[config.mk]
export PLATFORM = sky130hd
export DESIGN_NAME = regfile_arbiter
export DESIGN_NICKNAME = d
export VERILOG_FILES = /design/src/rtl/regfile_arbiter.sv
export SDC_FILE = /design/constraint.sdc
export NUM_CORES = 1
export LEC_CHECK = 0
export BUFFER_PORTS_ARGS = -buffer_cell sky130_fd_sc_hd__buf_2
export CORE_AREA = 2 2 129 131
export CTS_BUF_LIST = sky130_fd_sc_hd__clkbuf_4 sky130_fd_sc_hd__clkbuf_8
export DETAILED_ROUTE_END_ITERATION = 7
export DIE_AREA = 0 0 131 133
export PLACE_DENSITY = 0.76
export SLEW_MARGIN = 10
export SYNTH_ARGS = -nofsm -noshare
export SYNTH_HDL_FRONTEND = slang
export SYNTH_SLANG_ARGS = --single-unit
export TNS_END_PERCENT = 20
[constraint.sdc]
create_clock -name clk -period 3.7 [get_ports clk]
set_input_delay 0.37 -clock clk [delete_from_list [all_inputs] [get_ports clk]]
set_output_delay 0.37 -clock clk [all_outputs]
set_load 0.02 [all_outputs]
[src/rtl/regfile_arbiter.sv]
// Arbitrates two request ports onto one register file through an IDLE/ISSUE/READ/RESP FSM.
// Accept edge E0 leads to response valid after E2; the response holds until the owner takes it.
module regfile_arbiter #(
  parameter int RR_EN = 1
) (
  input  logic        clk,
  input  logic        rst,
  input  logic        a_valid,
  output logic        a_ready,
  input  logic [31:0] a_instr,
  input  logic        a_we,
  input  logic [31:0] a_wdata,
  output logic        a_resp_valid,
  input  logic        a_resp_ready,
  input  logic        b_valid,
  output logic        b_ready,
  input  logic [31:0] b_instr,
  input  logic        b_we,
  input  logic [31:0] b_wdata,
  output logic        b_resp_valid,
  input  logic        b_resp_ready,
  output logic [31:0] resp_rd1,
  output logic [31:0] resp_rd2,
  output logic [31:0] rf_instr,
  output logic        rf_regwrite,
  output logic [31:0] rf_writedata,
  input  logic [31:0] rf_rd1,
  input  logic [31:0] rf_rd2,
  output logic        busy
);

  typedef enum logic [1:0] {IDLE, ISSUE, READ, RESP} state_t;

  state_t      state;
  logic        owner;   // 0 = A, 1 = B
  logic        last_b;  // last grant went to B
  logic        grant_a;
  logic        grant_b;
  logic [31:0] sel_instr;
  logic [31:0] sel_wdata;
  logic        sel_we;
  logic        owner_taken;

  always_comb begin
    grant_a     = a_valid & (~b_valid | (RR_EN == 0) | last_b);
    grant_b     = b_valid & ~grant_a;
    a_ready     = (state == IDLE) & ~rst & grant_a;
    b_ready     = (state == IDLE) & ~rst & grant_b;
    sel_instr   = grant_b ? b_instr : a_instr;
    sel_wdata   = grant_b ? b_wdata : a_wdata;
    sel_we      = grant_b ? b_we    : a_we;
    owner_taken = owner ? b_resp_ready : a_resp_ready;
  end

  always_ff @(posedge clk) begin
    if (rst) begin
      state        <= IDLE;
      owner        <= 1'b0;
      last_b       <= 1'b1;
      rf_instr     <= '0;
      rf_writedata <= '0;
      rf_regwrite  <= 1'b0;
      resp_rd1     <= '0;
      resp_rd2     <= '0;
      a_resp_valid <= 1'b0;
      b_resp_valid <= 1'b0;
      busy         <= 1'b0;
    end else begin
      case (state)
        IDLE: begin
          if (grant_a | grant_b) begin
            rf_instr     <= sel_instr;
            rf_writedata <= sel_wdata;
            // x0 is hardwired, so a write to rd=0 never reaches the file
            rf_regwrite  <= sel_we & (sel_instr[11:7] != 5'd0);
            owner        <= grant_b;
            last_b       <= grant_b;
            busy         <= 1'b1;
            state        <= ISSUE;
          end
        end
        ISSUE: begin
          rf_regwrite <= 1'b0;
          state       <= READ;
        end
        READ: begin
          // File output here was read at the ISSUE->READ edge, before the write landed
          resp_rd1     <= rf_rd1;
          resp_rd2     <= rf_rd2;
          a_resp_valid <= ~owner;
          b_resp_valid <= owner;
          state        <= RESP;
        end
        RESP: begin
          if (owner_taken) begin
            a_resp_valid <= 1'b0;
            b_resp_valid <= 1'b0;
            busy         <= 1'b0;
            state        <= IDLE;
          end
        end
        default: state <= IDLE;
      endcase
    end
  end

endmodule

==> metrics.cfg <==
[place]
port_buffers=333
dp.cells=1128
dp_hpwl_um=11600
gp_congestion=0.808

[timing]
tightest_slew_ps=882
fin_tns_setup_ps=0
setup_viol=0
finClkSkew_ps=9.52
fmax_ghz=0.476
post-route-period-util_pct=56.7
slew_headroom_pct=41.2
rsz0062_at_grt=false
finalCriticalPeriod_ps=2100
finalHoldViolations=0
slew_viol_final=0

[global_route]
grt_pass1_wl_um=24200
grt_pass1_vias=5074
antenna_found_initial=0
grt_overflow_total=0
grt_start_max_net_pins=87
grt_usage_pct=17.5

[layout]
nNetsFinal=1132
layout_commonest_cell=buf_2
stdcell_count=1160
multi_input_area_mm2=0.00262
final_cell_mix=332 x buf_2, 136 x nor2_1, 136 x dfxtp_1
fillers=1536
syn_to_final_growth_pct=38.5
regArea_mm2=0.00272
diodes=0
post-route-util_pct=48.1
drive_gt1_share_pct=42.4

[clocking]
htreeDepth=4
cts-root-buf=clkbuf_8
holdBufCountCts=0
cts.repair.resized=0
cts.path.max_buffers=2
cts_tree=done
cts.clk_slew.worst_paths_ps=80
cts.sinks=136
cts_setup_buffers=0
worstSkewPairLatency_ps=430
cts_buffers=17

[routing]
post_drt_wl_per_cell_um=13.7
vias_per_cell=4.68
ant_nets=0
firstDrtPassIters=6
drc_errors=0
drt_wl_total_um=15900
drt_iter0_markers=225
vias=5432

[floorplan]
core_mm2=0.0162
die_h_um=133
initial_utilization_pct=34.7
row_count=47
dieArea_mm2=0.0174
dieWidth_um=131
pin_count=334

[setup_path]
end_kind=register
path_class=reg2reg
worstPathMaxFanout=86
start_kind=register
cp.required_ps=4030
cp.arrival_ps=2430

[logic_synthesis]
synth_warnings=0
syn_nets=823
synth_cells=618
yosysSeqAreaShare_pct=48.5
synth.avg_cell_area_um2=9.08
synth-seq-cells=136
synth_cell_types=31
netlist_area_mm2=0.00561
synth.top_cell.area_share_pct=48.5
synth_top_area_cell=dfxtp_1
synthTopCellsByArea=dfxtp_1 48%, mux2i_1 12%, nor2_1 9.1%, nand2_1 8.8%, a311oi_1 6.9%

[power_and_ir_drop]
p_int_mw=3.42
power_switching_mw=2.32
powerDensity_mw_per_mm2=738
p_comb_share_pct=42.4
peakVddDrop_mv=0.269
power.leakage_nw=3.71
finalPower_mw=5.73
power_frac_seq_pct=36.2
swShare_pct=40.4
clockPowerShare_pct=21.4

[status]
status=finished clean

[flow_run]
maxCapViolations=0

[min_path]
min_path_type=in2reg

## cell families after synthesis
kind of cell | share of synthesized area [%]
flip-flops | 48.5
AO/OA/AOI/OAI | 14.2
buffers and inverters | 5.28
adder cells (fa/ha/maj) | 1.11
multiplexers | 12.0
AND/OR/NAND/NOR | 19.0
## final timing paths
check	start	end	slack [ps]	cells after the start
worst max-delay path	state[0]$_SDFFE_PP0P_	rf_writedata[12]$_SDFFE_PP0P_	1600	6
worst min-delay path	rf_rd2[17]	resp_rd2[17]$_SDFFE_PP0P_	180	3
worst max register to register	state[0]$_SDFFE_PP0P_	rf_writedata[12]$_SDFFE_PP0P_	1600	6
worst min register to register	resp_rd2[17]$_SDFFE_PP0P_	resp_rd2[17]$_SDFFE_PP0P_	490	2
## through the flow
| stage | hold WS, ps | instance area (µm²) | setup slack [ps] |
|---|---|---|---|
| 2_1_floorplan | 468 | 5610 | 2120 |
| 3_3_place_gp | 468 | 7370 | 1670 |
| 3_5_place_dp | 471 | 7370 | 1590 |
| 4_1_cts | 140 | 7770 | 1580 |
| 5_1_grt | 144 | 7770 | 1320 |
| 6_report | 176 | 7770 | 1600 |
## area by class of cell
type	count	area share [%]
clock buffer	19	3.28
clock inverter	13	1.85
tap	220	3.54
inverter	4	0.193
multi-input combinational	427	33.7
timing repair buffer	341	22.4
sequential	136	35.0
## flip-flops by register name, indices dropped and copies added, names as in the netlist
register and flops:
resp_rd1 32, owner 1, rf_instr 32, busy 1
last_b 1, rf_regwrite 1, a_resp_valid 1, rf_writedata 32
b_resp_valid 1, resp_rd2 32, state 2
## worst max-delay path, stage by stage, from the launching register on
cell	delay (ps)
dfxtp_1	340
inv_1	160
ha_1	250
nor2b_4	170
buf_4	660
nor2_1	80
a311oi_1	280
## cell usage after synthesis
cell type	number
a211oi_1	1
o211ai_1	2
a311oi_1	44
ha_1	5
buf_2	24
a311oi_2	20
buf_6	4
mux2_2	1
buf_4	8
buf_1	4
o21a_1	1
nand3_1	1
inv_1	4
a32oi_1	1
clkbuf_1	11
a21oi_1	3
or3b_2	1
a22oi_1	1
nand2_1	132
a2111oi_0	1
o21ai_0	2
nor2b_1	1
a21boi_2	1
a31o_1	1
a21bo_2	1
nor2_1	136
mux2i_1	66
dfxtp_1	136
nor3b_1	2
nor2b_2	1
or4_1	2
## layer usage
layer  share of wire [%]  up-vias  global-route usage, %
met2                  50      221                   31.2
met3                 8.0       14                   5.66
met1                  42     2459                   19.9
met5                   0        -                      0
li1                    -     2738                      -
met4                0.99        0                   4.49
## power by group through the flow
stage / sequential [mW] / clock, mW / combinational [mW]
finish: 2.08 / 1.23 / 2.43
global route: 2.12 / 1.35 / 2.67
CTS: 2.08 / 1.28 / 2.46
detailed placement: 2.10 / 0 / 2.46
global placement: 2.10 / 0 / 2.42
floorplan: 2.57 / 0 / 1.30
No activity file was read; power rests on OpenSTA's default activity.
